**src/rtl/mult_pkg.sv**
```systemverilog
// Shared types and constants for the pipelined RISC-V M-extension multiplier.
// Packet widths are fixed here; the top-level width parameters must match them.
package mult_pkg;

   localparam int MULT_XLEN    = 32;
   localparam int MULT_PRF_LEN = 6;
   localparam int MULT_ROB_LEN = 5;
   localparam int MULT_STAGES  = 4;
   localparam int MULT_CHUNK   = 2 * MULT_XLEN / MULT_STAGES;

   typedef enum logic [1:0] {
      MUL    = 2'd0,
      MULH   = 2'd1,
      MULHSU = 2'd2,
      MULHU  = 2'd3
   } MUL_FUNC;

   typedef struct packed {
      logic                      valid;
      MUL_FUNC                   func;
      logic                      neg;
      logic [MULT_PRF_LEN-1:0]   prf_idx;
      logic [MULT_ROB_LEN-1:0]   rob_idx;
      logic [2*MULT_XLEN-1:0]    mcand;
      logic [2*MULT_XLEN-1:0]    mplier;
      logic [2*MULT_XLEN-1:0]    sum;
   } MULT_PIPE_PACKET;

   // Multiplier bits retired per stage for a given width and depth.
   function automatic int mult_chunk(input int xlen, input int stages);
      return 2 * xlen / stages;
   endfunction

endpackage

```
**src/rtl/mult_pipe_stage.sv**
```systemverilog
// One registered multiplier stage: folds the low CHUNK bits of the multiplier
// into the partial sum, then advances the multiplicand/multiplier windows.
module mult_pipe_stage
   import mult_pkg::*;
#(
   parameter int CHUNK = MULT_CHUNK
) (
   input  logic            clock,
   input  logic            reset_n,
   input  logic            hold,
   input  logic            kill,
   input  MULT_PIPE_PACKET in_pkt,
   output MULT_PIPE_PACKET out_pkt
);

   localparam int W = 2 * MULT_XLEN;

   MULT_PIPE_PACKET pkt_d;
   MULT_PIPE_PACKET pkt_q;
   logic [W-1:0]    partial;

   // Kill wins over hold so a squash also drains a stalled pipe.
   always_comb begin
      partial = in_pkt.mcand * W'(in_pkt.mplier[CHUNK-1:0]);
      pkt_d   = pkt_q;
      if (kill) begin
         pkt_d.valid = 1'b0;
      end else if (!hold) begin
         pkt_d        = in_pkt;
         pkt_d.sum    = in_pkt.sum + partial;
         pkt_d.mcand  = in_pkt.mcand << CHUNK;
         pkt_d.mplier = in_pkt.mplier >> CHUNK;
      end
   end

   always_ff @(posedge clock or negedge reset_n) begin
      if (!reset_n) begin
         pkt_q <= '0;
      end else begin
         pkt_q <= pkt_d;
      end
   end

   assign out_pkt = pkt_q;

endmodule

```
**src/rtl/mult_pipe_cdb.sv**
```systemverilog
// Fully pipelined MUL/MULH/MULHSU/MULHU unit between the multiply RS and the CDB.
// Global stall on CDB backpressure; flush drops every in-flight op.
module mult_pipe_cdb
   import mult_pkg::*;
#(
   parameter int XLEN    = MULT_XLEN,
   parameter int STAGES  = MULT_STAGES,
   parameter int PRF_LEN = MULT_PRF_LEN,
   parameter int ROB_LEN = MULT_ROB_LEN
) (
   input  logic               clock,
   input  logic               reset_n,
   input  logic               in_valid,
   output logic               in_ready,
   input  logic [XLEN-1:0]    in_opa,
   input  logic [XLEN-1:0]    in_opb,
   input  logic [1:0]         in_func,
   input  logic [PRF_LEN-1:0] in_prf_idx,
   input  logic [ROB_LEN-1:0] in_rob_idx,
   input  logic               flush,
   output logic               out_valid,
   output logic [XLEN-1:0]    out_value,
   output logic [PRF_LEN-1:0] out_prf_idx,
   output logic [ROB_LEN-1:0] out_rob_idx,
   input  logic               out_grant
);

   localparam int CHUNK = mult_chunk(XLEN, STAGES);

   MUL_FUNC           func;
   logic              a_neg;
   logic              b_neg;
   logic [XLEN-1:0]   a_mag;
   logic [XLEN-1:0]   b_mag;
   logic              stall;
   logic [2*XLEN-1:0] prod;
   logic [XLEN-1:0]   result;
   MULT_PIPE_PACKET   front_pkt;
   MULT_PIPE_PACKET   stage_in  [STAGES];
   MULT_PIPE_PACKET   stage_out [STAGES];

   assign stall    = stage_out[STAGES-1].valid & ~out_grant;
   assign in_ready = ~stall;

   // Magnitudes of the most negative value (2^(XLEN-1)) still fit unsigned.
   always_comb begin
      func      = MUL_FUNC'(in_func);
      a_neg     = (func != MULHU) & in_opa[XLEN-1];
      b_neg     = ((func == MUL) | (func == MULH)) & in_opb[XLEN-1];
      a_mag     = a_neg ? -in_opa : in_opa;
      b_mag     = b_neg ? -in_opb : in_opb;
      front_pkt         = '0;
      front_pkt.valid   = in_valid & in_ready;
      front_pkt.func    = func;
      front_pkt.neg     = a_neg ^ b_neg;
      front_pkt.prf_idx = in_prf_idx;
      front_pkt.rob_idx = in_rob_idx;
      front_pkt.mcand   = {{XLEN{1'b0}}, a_mag};
      front_pkt.mplier  = {{XLEN{1'b0}}, b_mag};
      front_pkt.sum     = '0;
   end

   for (genvar g = 0; g < STAGES; g++) begin : g_stage
      if (g == 0) begin : g_head
         assign stage_in[g] = front_pkt;
      end else begin : g_link
         assign stage_in[g] = stage_out[g-1];
      end

      mult_pipe_stage #(
         .CHUNK (CHUNK)
      ) u_stage (
         .clock   (clock),
         .reset_n (reset_n),
         .hold    (stall),
         .kill    (flush),
         .in_pkt  (stage_in[g]),
         .out_pkt (stage_out[g])
      );
   end

   // Tail outputs are forced to zero whenever no valid result is present.
   always_comb begin
      prod        = stage_out[STAGES-1].neg ? -stage_out[STAGES-1].sum : stage_out[STAGES-1].sum;
      result      = (stage_out[STAGES-1].func == MUL) ? prod[XLEN-1:0] : prod[2*XLEN-1:XLEN];
      out_valid   = stage_out[STAGES-1].valid;
      out_value   = '0;
      out_prf_idx = '0;
      out_rob_idx = '0;
      if (out_valid) begin
         out_value   = result;
         out_prf_idx = stage_out[STAGES-1].prf_idx;
         out_rob_idx = stage_out[STAGES-1].rob_idx;
      end
   end

endmodule

```
**config.mk**
```make
export PLATFORM = sky130hd
export DESIGN_NAME = mult_pipe_cdb
export DESIGN_NICKNAME = d
export VERILOG_FILES = /design/src/rtl/mult_pkg.sv /design/src/rtl/mult_pipe_stage.sv /design/src/rtl/mult_pipe_cdb.sv
export SDC_FILE = /design/constraint.sdc
export NUM_CORES = 2
export LEC_CHECK = 0
export BUFFER_PORTS_ARGS = -buffer_cell sky130_fd_sc_hd__buf_2
export CORE_MARGIN = 2
export CORE_UTILIZATION = 47
export CTS_CLUSTER_SIZE = 30
export DETAILED_ROUTE_END_ITERATION = 7
export PLACE_DENSITY_LB_ADDON = 0.15
export SYNTH_ARGS = -nofsm -noshare
export SYNTH_HDL_FRONTEND = slang
export SYNTH_SLANG_ARGS = --single-unit
```
**constraint.sdc**
```tcl
create_clock -name clock -period 9.7 [get_ports clock]
set_input_delay 0.97 -clock clock [delete_from_list [all_inputs] [get_ports clock]]
set_output_delay 0.97 -clock clock [all_outputs]
set_load 0.05 [all_outputs]
```
==> impl_results.md <==
* Outcome: finished clean
* Vias at a little under 40,000
* Num ports at between 100 and 150
* Mapped Cells at about 5,900
* Post-Synth Adder-Cell Area at around two fifths
* CTS clk-pin slew, worst paths at about 60 ps
* Die height at ~330 µm
* CTS Root Cell: clkbuf_16
* Synth Warn # at 0
* Library cells used by synthesis at 86
* Share of layout cells above drive strength 1 at 6.78%
* Post-synth top flop: dfrtp_1
* Most used cell, CP: fa_1
* TritonCTS clock tree: done
* Initial core utilization at 47.2%
* Worst Clk Skew at roughly 35 ps
* Largest stage delay, worst path at 810 ps
* Required @ worst endpoint at around 10,000 ps
* Longest Clk Path Bufs at 3
* Synthesized Nets at 7,053
* Relative slew margins at 19.2%
* Fin Setup TNS at 0 ps
* GPL Wtd Cong at between 0.9 and 1
* Die Wd at 329 µm
* DIE AREA at about 110,000 µm²
* Fmax at approximately 110 MHz
* Asr flop ratio synth at between 90% and 100%
* Grt total ovfl at 0
* Initial antenna violation count at 6
* Hold_buf cts at 0
* Post-synthesis mux area share at less than 1%
* Max reg flops at approximately 350
* Final Critical Period at roughly 9100 ps
* Area Overhead vs Synth at 8.00%
* ANT nets after route at 0
* First-pass GRT wire length at around 230,000 µm
* H-Tree Depth at 2
* Largest net degree at the start of global routing at 193
* DRT Wirelength at between 100,000 and 150,000 µm
* # DRC at 0
* Final setup fails at 0
* Filler cell count at 10,217
* Nature of the critical path endpoint: flop
* Worst path slowest cell: dfrtp_1
* Via/cell ratio at around 5.3
* Post-Synth XOR/XNOR Area at around 4.7%
* Placed wire-length estimate at roughly 110,000 µm
* Worst slew pin tran at about 1200 ps
* Total Routing Usage GR at 26.6%
* Sequential-to-total area share from yosys stat at between 15 and 20%
* MaxCap Viol Count at 0
* Non-filler cells, final at roughly 7,300
* Vias in the first global route at 40,071
* Drt initial violations at ~2,700
* Crit path max fanout at 15
* Avg Cell Area, Syn at approximately 8.5 µm²
* Port Buffer Count at between 100 and 150
* Number of synthesized flops with an enable pin at 0
* PostCTS Resize Cnt at 0
* Pre-Repair DR Iteration Count at 6
* Yosys reg bits at between 300 and 400
* Tcrit/Tclk final at slightly above 90%
* Core outline area at between 100,000 and 150,000 µm²
* Clk_lat worst skew at about 600 ps
* Row count at between 100 and 150
* Postcts setup bufs at 0
* Main combinational cell family by area after synthesis: adder cells
* Mapped cell area at around 50,000 µm²
* Final slew viol count at 0
* Nets@finish at slightly above 7,000
* CTS buffer count at 42
* Hold/Removal Path Class: in2async
* Startpoint type of the worst setup path: flop
* Critical path class: reg2reg
* Synth Area in Simple Gates at about a fifth
* Routed len/inst at 19.3 µm
* CP arrival at about 9500 ps
* Fin. Hold Viols at 0
* CTS sink cnt at ~350
* Final hold slack at 396 ps
* Unrepaired setup endpoints after global routing: false
* Dpl cells at slightly above 7,000
* Synth Area in Compound Gates at between 8 and 9%
worst paths after layout:
check	from	end	slack, ps	cells after the start
worst max-delay path	g_stage[0].u_stage.out_pkt[65]$_DFFE_PN0P_	g_stage[1].u_stage.out_pkt[56]$_DFFE_PN0P_	650	29
worst min-delay path	reset_n	g_stage[2].u_stage.out_pkt[5]$_DFFE_PN0P_	400	1
worst max register to register	g_stage[0].u_stage.out_pkt[65]$_DFFE_PN0P_	g_stage[1].u_stage.out_pkt[56]$_DFFE_PN0P_	650	29
worst min register to register	g_stage[2].u_stage.out_pkt[18]$_DFFE_PN0P_	g_stage[3].u_stage.out_pkt[18]$_DFFE_PN0P_	440	2
max in group asynchronous	reset_n	g_stage[0].u_stage.out_pkt[167]$_DFFE_PN0P_	7240	3
min in group clock	g_stage[2].u_stage.out_pkt[18]$_DFFE_PN0P_	g_stage[3].u_stage.out_pkt[18]$_DFFE_PN0P_	440	2
metal layers:
metal | GRT usage [%] | share of wire [%]
met5 | 0 | 0.023
met4 | 7.81 | 3.2
met2 | 42.6 | 46
met1 | 37.7 | 45
met3 | 3.82 | 6.5
critical path: cells and delay by family (launching register included):
| kind | cells | cell delay [ps] |
|---|---|---|
| fa+ha+maj | 8 | 3890 |
| compound gates | 10 | 2610 |
| flops | 1 | 810 |
| buf+inv | 6 | 600 |
| xor+xnor | 2 | 550 |
| simple gates | 3 | 440 |
kinds of logic (layout without fill, tap and decap cells):
logic type               count (synthesis)  after routing
multiplexers                             6              6
AND/OR/NAND/NOR                       2251           2251
flip-flops                             348            348
XOR/XNOR                               267            267
buffers and inverters                 1216           1287
adder cells (fa/ha/maj)               1114           1114
other                                    0              2
AO/OA/AOI/OAI                          655            655
placed cells by master (no fill, tap or decap), drive strengths merged, types with 18 or more instances in the layout:
cell type and instances:
a21o 70, a21oi 163, a31oi 23, and2 206, and3 30, buf 274
clkbuf 53, dfrtp 348, fa 837, ha 277, inv 943, nand2 1554
nand2b 25, nand3 43, nor2 254, nor2b 24, nor3 28, o21ai 246
o31ai 35, or3 18, xnor2 139, xor2 128
through the flow:
step                area, µm²  setup slack, ps  util (%)
global placement        52100              472      49.7
floorplan               49600              713         -
detailed placement      52100              426      49.7
global route            53600              121      51.0
finish                  53600              649      51.0
CTS                     53600              707      51.0
synthesized netlist by cell type, drive strengths merged, types with 28 or more instances:
master | instances | area, µm²
o31ai | 35 | 290
nand2 | 1554 | 5830
inv | 937 | 3520
dfrtp | 348 | 8710
nand3 | 43 | 215
nor3 | 28 | 156
xor2 | 128 | 1120
nor2 | 254 | 953
clkbuf | 259 | 976
and2 | 206 | 1290
ha | 277 | 3470
fa | 837 | 16800
xnor2 | 139 | 1220
a21oi | 163 | 827
a21o | 70 | 526
and3 | 30 | 188
o21ai | 246 | 1230
cell type report:
| type | instances | area [µm²] | area share [%] |
|---|---|---|---|
| multi-input cells | 4293 | 36400 | 68.0 |
| flip-flops and latches | 348 | 8710 | 16.3 |
| inverters | 938 | 3520 | 6.57 |
| repair buffers | 274 | 1780 | 3.32 |
| well taps | 1391 | 1740 | 3.25 |
| clock buffers | 53 | 1140 | 2.13 |
| clock inverters | 22 | 269 | 0.502 |
| diodes | 2 | 5.00 | 0.00934 |
Power is left out: the tool's default activity adds up to more than one toggle a clock period on the data nets, which glitch-free logic cannot reach.
